[config.mk]
export PLATFORM = sky130hd
export DESIGN_NAME = adder_result_accum
export DESIGN_NICKNAME = d
export VERILOG_FILES = /design/src/rtl/adder_result_accum.sv
export SDC_FILE = /design/constraint.sdc
export NUM_CORES = 1
export LEC_CHECK = 0
export ABC_AREA = 0
export ABC_CLOCK_PERIOD_IN_PS = 6800
export BUFFER_PORTS_ARGS = -buffer_cell sky130_fd_sc_hd__buf_2
export CAP_MARGIN = 20
export CELL_PAD_IN_SITES_DETAIL_PLACEMENT = 1
export CELL_PAD_IN_SITES_GLOBAL_PLACEMENT = 1
export CORE_ASPECT_RATIO = 0.5
export CORE_UTILIZATION = 48
export DETAILED_ROUTE_END_ITERATION = 7
export PLACE_DENSITY_LB_ADDON = 0.1
export RECOVER_POWER = 25
export REMOVE_ABC_BUFFERS = 1
export SYNTH_ARGS = -nofsm -noshare
export SYNTH_HDL_FRONTEND = slang
export SYNTH_SLANG_ARGS = --single-unit
[constraint.sdc]
create_clock -name clk -period 6.8 [get_ports clk]
set_input_delay 0.68 -clock clk [delete_from_list [all_inputs] [get_ports clk]]
set_output_delay 0.68 -clock clk [all_outputs]
set_load 0.005 [all_outputs]
[src/rtl/adder_result_accum.sv]
// adder_result_accum
// Post-adder reduction stage. Accepts {cout, sum} result words over a
// valid/ready handshake, accumulates them into an ACC_W-bit total, counts
// samples and carry-outs, and closes a block after BLOCK_LEN samples or on
// flush. Each closed block is offered as one record on an output valid/ready
// handshake; no new samples are taken while a record is pending.
//
// Ports:
//   clk, rst        rising-edge clock, asynchronous active-high reset
//   in_valid/ready  sample handshake (in_ready high only while accumulating)
//   in_sum, in_cout adder result word
//   flush           close the current partial block (ignored if it is empty)
//   out_valid/ready record handshake
//   out_total       sum of {cout, sum} over the block, modulo 2^ACC_W
//   out_carry_cnt   samples in the block with cout=1
//   out_count       samples in the block
//   out_overflow    accumulator wrapped at least once during the block
//
// ACC_W must be at least DATA_W+1 and BLOCK_LEN at least 1.
module adder_result_accum #(
  parameter int unsigned DATA_W    = 32,
  parameter int unsigned ACC_W     = 40,
  parameter int unsigned BLOCK_LEN = 16,
  parameter int unsigned CNT_W     = $clog2(BLOCK_LEN + 1)
) (
  input  logic              clk,
  input  logic              rst,
  input  logic              in_valid,
  output logic              in_ready,
  input  logic [DATA_W-1:0] in_sum,
  input  logic              in_cout,
  input  logic              flush,
  output logic              out_valid,
  input  logic              out_ready,
  output logic [ACC_W-1:0]  out_total,
  output logic [CNT_W-1:0]  out_carry_cnt,
  output logic [CNT_W-1:0]  out_count,
  output logic              out_overflow
);

  localparam int unsigned SMP_W = DATA_W + 1;
  localparam int unsigned SUM_W = ACC_W + 1;

  typedef enum logic [0:0] {
    ACCUM = 1'b0,
    DRAIN = 1'b1
  } state_t;

  state_t state, state_nxt;

  logic [ACC_W-1:0] acc;
  logic [CNT_W-1:0] cnt;
  logic [CNT_W-1:0] ccnt;
  logic             ovf;

  logic             accept;
  logic             close;
  logic [SMP_W-1:0] sample;
  logic [SUM_W-1:0] sum_ext;
  logic [ACC_W-1:0] acc_upd;
  logic             ovf_upd;
  logic [CNT_W-1:0] cnt_upd;
  logic [CNT_W-1:0] ccnt_upd;

  // Post-update block values, including a sample accepted this cycle
  always_comb begin
    accept   = in_valid && (state == ACCUM);
    sample   = {in_cout, in_sum};
    // One extra bit captures the wrap of the ACC_W-bit accumulator
    sum_ext  = {1'b0, acc} + SUM_W'(sample);
    acc_upd  = accept ? sum_ext[ACC_W-1:0] : acc;
    ovf_upd  = ovf | (accept & sum_ext[ACC_W]);
    cnt_upd  = cnt + CNT_W'(accept);
    ccnt_upd = ccnt + CNT_W'(accept & in_cout);
    // Empty flushes never close a block
    close    = (state == ACCUM) &&
               ((accept && (cnt_upd == CNT_W'(BLOCK_LEN))) ||
                (flush && ((cnt != '0) || accept)));
  end

  // Next-state logic
  always_comb begin
    state_nxt = state;
    case (state)
      ACCUM:   if (close)     state_nxt = DRAIN;
      DRAIN:   if (out_ready) state_nxt = ACCUM;
      default:                state_nxt = ACCUM;
    endcase
  end

  // State register and handshake flags
  always_ff @(posedge clk or posedge rst) begin
    if (rst) begin
      state     <= ACCUM;
      in_ready  <= 1'b1;
      out_valid <= 1'b0;
    end else begin
      state     <= state_nxt;
      in_ready  <= (state_nxt == ACCUM);
      out_valid <= (state_nxt == DRAIN);
    end
  end

  // Block accumulator and counters
  always_ff @(posedge clk or posedge rst) begin
    if (rst) begin
      acc  <= '0;
      cnt  <= '0;
      ccnt <= '0;
      ovf  <= 1'b0;
    end else if (close) begin
      acc  <= '0;
      cnt  <= '0;
      ccnt <= '0;
      ovf  <= 1'b0;
    end else begin
      acc  <= acc_upd;
      cnt  <= cnt_upd;
      ccnt <= ccnt_upd;
      ovf  <= ovf_upd;
    end
  end

  // Record registers; hold their last values after the handshake
  always_ff @(posedge clk or posedge rst) begin
    if (rst) begin
      out_total     <= '0;
      out_count     <= '0;
      out_carry_cnt <= '0;
      out_overflow  <= 1'b0;
    end else if (close) begin
      out_total     <= acc_upd;
      out_count     <= cnt_upd;
      out_carry_cnt <= ccnt_upd;
      out_overflow  <= ovf_upd;
    end
  end

endmodule

After elaboration in Yosys (flattened, before gate mapping)
Index checks and enable logic that the tools add are counted.

word-level totals
  word-level logic and storage cells = 34
  output and inout bits = 53
  input port bits = 38
  bits in registers = 104

operators by class
  eq/ne operators = 1
  add/sub/neg operators = 3
  mux-type cells = 8
  reduce and logical (&&, ||, !) cells = 7
  bitwise logic cells = 5

operators with widths
  kind                                        count
  two-way mux 40 bit                          2
  adder 40 x 33 -> 41 bit                     1
  adder 5 x 1 -> 5 bit                        2
  two-way mux 5 bit                           2
  equality test 5 bit, second input constant  1
  nonzero test 5 bit                          1
  logical AND 1 bit                           4
  two-way mux 1 bit                           3
  AND 1 bit                                   2
  logical OR 1 bit                            2
  inverter 1 bit                              2
  one-hot mux 1 bit (2 select lines)          1
  OR 1 bit                                    1

Logic depth before layout (Yosys ltp)
  depth in word-level cells = 10
  depth in mapped cells = 15

Worst setup path after synthesis
Ideal clock, no wire load.

  path kind = input to register
  from = input port in_valid
  to = register out_total[16]
  slack = 3,490 ps
  stages on the path = 13
  path buffers = 5
  setup time = 126 ps
  required time = 6,674 ps
  data arrival time = 3,184 ps
  path through = nand2_2 > clkinv_1 > buf_1 > clkbuf_8 > ha_1 > ha_1 > xnor2_1 > nand3_1 > o32ai_1 > clkbuf_1 > buf_2 > buf_2 > a21oi_1

on the way
  word-level cells in the longest chain between the ends = 6
  elaborated cells between the ends (all ways) = 9
  those cells by class = add/sub (1); eq/ne (1); mux (1); reduce/logical (6)

ends and longest elaborated chain
  element                 RTL line  source
  start: declaration      28        input logic in_valid,
  logical AND 1 bit (*)   67        accept = in_valid && (state == ACCUM);
  adder 5 x 1 -> 5 bit    73        cnt_upd = cnt + CNT_W'(accept);
  equality test 5 bit     77        ((accept && (cnt_upd == CNT_W'(BLOCK_LEN))) ||
  logical AND 1 bit       77
  logical OR 1 bit        77
  logical AND 1 bit       76        close = (state == ACCUM) &&
  end signal: assignment  132       out_total <= acc_upd;
  end: declaration        35        output logic [ACC_W-1:0] out_total,

Every way passes the cells marked *; elsewhere a longest branch is shown, timed or not.
A chain may end at the register's enable or synchronous reset.

Worst setup path in the final report
  from = register state
  to = register acc[25]

on the way
  word-level cells in the longest chain between the ends = 8
  elaborated cells between the ends (all ways) = 11
  those cells by class = add/sub (1); eq/ne (1); mux (2); bitwise (1); reduce/logical (6)

ends and longest elaborated chain
  element                   RTL line  source
  start: declaration        49        state_t state, state_nxt;
  start signal: assignment  98        state <= state_nxt;
  inverter 1 bit (*)        -
  logical AND 1 bit         67
  adder 5 x 1 -> 5 bit      73
  equality test 5 bit       77
  logical AND 1 bit         77
  logical OR 1 bit          77
  logical AND 1 bit         76
  two-way mux 40 bit (*)    111       end else if (close) begin
  end signal: assignment    117       acc <= acc_upd;
  end: declaration          51        logic [ACC_W-1:0] acc;

Marks and branches as above.

==> impl_metrics.yaml <==
placed_design:
  dp.cells: 915
  place_congestion: 0.865
  place_hpwl_um: 11500
  postPlaceCellArea_um2: 6790
  io_buffers: 90
clock_tree:
  cts_tree: "done"
  cts_resized: 0
  cts-root-buf: "clkbuf_16"
  cts_setup_buffers: 0
  h-tree-depth: 3
  hold_buffers: 0
  cts.sinks: 104
  numCtsBuffers: 9
  clock_latency_ns: 0.36
  cts_buffer_depth: 2
  path_clk_slew_ns: 0.08
final_layout:
  drive_gt1_share_pct: 17.9
  regArea_um2: 2600
  syn_to_final_growth_pct: 12.8
  nets: 832
  fin_area_um2: 7090
  final_cell_count_no_fill: 931
  num-fill-cells: 1529
  n_antenna_cell: 0
  multi_input_area_um2: 3430
yosys:
  ys_ff_latch: 104
  synth.area.top_cells: "dfrtp_1, ha_1, a21oi_1, nor2_1, nand2_1"
  ys_types: 71
  synth-edff-count: 0
  async_flop_share_pct: 100
  netlist_instances: 687
  syn-cell-area_um2: 6290
  synth_top_area_share_pct: 41.0
  syn_avg_cell_area_um2: 9.15
  synth_largest_area_cell: "dfrtp_1"
  yosysSeqAreaShare_pct: 41.4
  synthFlopType: "dfrtp_1"
  ys_warn_count: 0
timing:
  period_share_pct: 57.7
  min_period_ns: 3.92
  skew_ns: 0.0148
  hold_violations: 0
  report.final.slew_viol_count: 53
  maxSlewHeadroom_pct: -56.4
  fmax_mhz: 255
  worst_pin_slew_ns: 2.33
  setup_viol: 0
  rsz0062_at_grt: "false"
die:
  dieArea_um2: 13600
  start_util_pct: 49.4
  core_area_um2: 12700
  io_pins: 91
  die-width_um: 164
  rows: 29
  die_h_um: 82.9
worst_setup_path:
  cp.arrival_ns: 4.14
  worstSetupPathType: "reg -> reg"
  cp-start-kind: "flop"
  end_kind: "flop"
  required_ns: 7.02
  crit_path_max_fanout: 98
  reg2reg_slack_ns: 2.88
status:
  status: "complete, but fails checks"
  violations: "capacitance limit, slew limit"
pwr:
  vdd_drop_max_v: 0.000280
  leakage_uw: 0.00331
  p_seq_share_pct: 31.1
  sw_frac_of_total_pct: 43.7
  power.internal_uw: 1850
  powerDensity_nw_per_um2: 462
  switching_power_uw: 1430
  comb_power_share_pct: 52.4
  power.share.clock_pct: 16.5
routing:
  firstDrtPassIters: 4
  drt_iter0_drc: 313
  wl_um: 16100
  wl_per_cell_um: 17.3
  drt-vias-per-instance: 5.72
  vias: 5324
  drc: 0
  ant_nets: 0
global_routing:
  grt_pass1_vias: 5373
  grt_start_max_net_pins: 99
  antenna_found_initial: 0
  grt_usage_pct: 25.2
  gr-total-overflow: 0
  grt_pass1_wl_um: 27000
job:
  max_cap_viol_count: 1
hold_path:
  hold_path.class: "reg -> reg"
-- layer usage --
| layer | wire [um] | up-vias | track usage, % |
|---|---|---|---|
| met2 | 7380 | 95 | 39.9 |
| met3 | 676 | 6 | 4.55 |
| met1 | 7930 | 2622 | 36.3 |
| li1 | - | 2601 | - |
| met4 | 82 | 0 | 4.29 |
| met5 | 0 | - | 0 |
-- per-stage QoR --
stage / util (%) / setup slack (ns) / total power [uW] / hold slack (ns) / setup TNS [ns]
after floorplan: - / -4.10 / 2250 / 0.446 / -333.35
after global placement: 53.3 / 2.76 / 2670 / 0.451 / 0
after detailed placement: 53.3 / 2.58 / 2730 / 0.467 / 0
after CTS: 55.7 / 2.88 / 3300 / 0.447 / 0
after global routing: 55.7 / 2.58 / 3550 / 0.509 / 0
final: 55.7 / 2.88 / 3280 / 0.479 / 0
-- registers in the layout (all words and copies together), names as in the netlist --
register	flops
ovf	1
ccnt	5
state	1
in_ready	1
cnt	5
acc	40
out_carry_cnt	5
out_overflow	1
out_count	5
out_total	40
-- cell type report --
| type | count | share of cell area (%) |
|---|---|---|
| Clock buffer | 10 | 3.23 |
| Clock inverter | 6 | 1.06 |
| Inverter | 13 | 0.706 |
| Multi-Input combinational cell | 533 | 48.4 |
| Sequential cell | 104 | 36.7 |
| Tap cell | 170 | 3.00 |
| Timing Repair Buffer | 95 | 6.85 |
-- critical path, cell delays in order (launching register included) --
cell,delay (ns)
dfrtp_1,0.35
inv_1,0.08
nand2_2,0.69
clkinv_1,0.23
ha_1,0.26
ha_1,0.21
xnor2_1,0.27
nand3_1,0.21
o32ai_4,0.32
buf_4,0.76
nor3_1,0.14
nand2_1,0.13
o211ai_1,0.09
-- cell usage in the layout (no fill, tap or decap), types with 5 or more instances in the layout --
cell,synthesis,layout
or3_1,7,7
a31oi_1,8,8
dfrtp_1,103,103
buf_4,1,5
nand2_1,54,54
and3_1,5,5
and2_1,7,7
clkbuf_16,0,9
inv_1,12,11
o21bai_1,6,6
xor2_1,18,18
nor2_1,104,104
nor3_1,8,8
xnor2_1,22,22
a21o_1,20,20
buf_2,14,88
nand3_1,18,18
nand4_1,14,14
mux2i_1,12,12
ha_1,37,37
or4_1,6,6
o211ai_1,6,6
a21oi_1,90,90
o21ai_0,27,27
-- kinds of logic (layout without fill, tap and decap cells) --
family                   after synthesis  after routing  synth area share (%)
flip-flops                           104            104                  41.4
adder cells (fa/ha/maj)               38             38                  7.68
AND/OR/NAND/NOR                      236            236                  17.3
buffers and inverters                 50            124                  4.24
XOR/XNOR                              40             40                  5.57
multiplexers                          12             12                  1.91
AO/OA/AOI/OAI                        207            207                  21.8
-- cells in the mapped netlist (12+ instances only) --
master,count
a21o_1,20
o21ai_0,27
nor2_1,104
nand3_1,18
mux2i_1,12
dfrtp_1,103
clkbuf_1,13
xor2_1,18
buf_2,14
ha_1,37
nand2_1,54
xnor2_1,22
inv_1,12
nand4_1,14
a21oi_1,90
-- power by group through the flow --
stage	sequential [uW]	combinational, uW	clock, uW
3_5_place_dp	1030	1700	0
5_1_grt	1060	1920	574
3_3_place_gp	1020	1650	0
2_1_floorplan	1030	1230	0
6_report	1020	1720	540
4_1_cts	1020	1720	556
-- worst paths after layout --
| kind | start | to | depth (start not counted) |
|---|---|---|---|
| worst max-delay path | state$_DFF_PP0_ | acc[25]$_DFF_PP0_ | 12 |
| worst min-delay path | out_overflow$_DFFE_PP0P_ | out_overflow$_DFFE_PP0P_ | 2 |
| worst max register to register | state$_DFF_PP0_ | acc[25]$_DFF_PP0_ | 12 |
| worst min register to register | out_overflow$_DFFE_PP0P_ | out_overflow$_DFFE_PP0P_ | 2 |
| max in group asynchronous | rst | out_total[19]$_DFFE_PP0P_ | 3 |
| min in group asynchronous | rst | out_count[1]$_DFFE_PP0P_ | 2 |
Note: power is estimated with default switching activity, not from simulation.
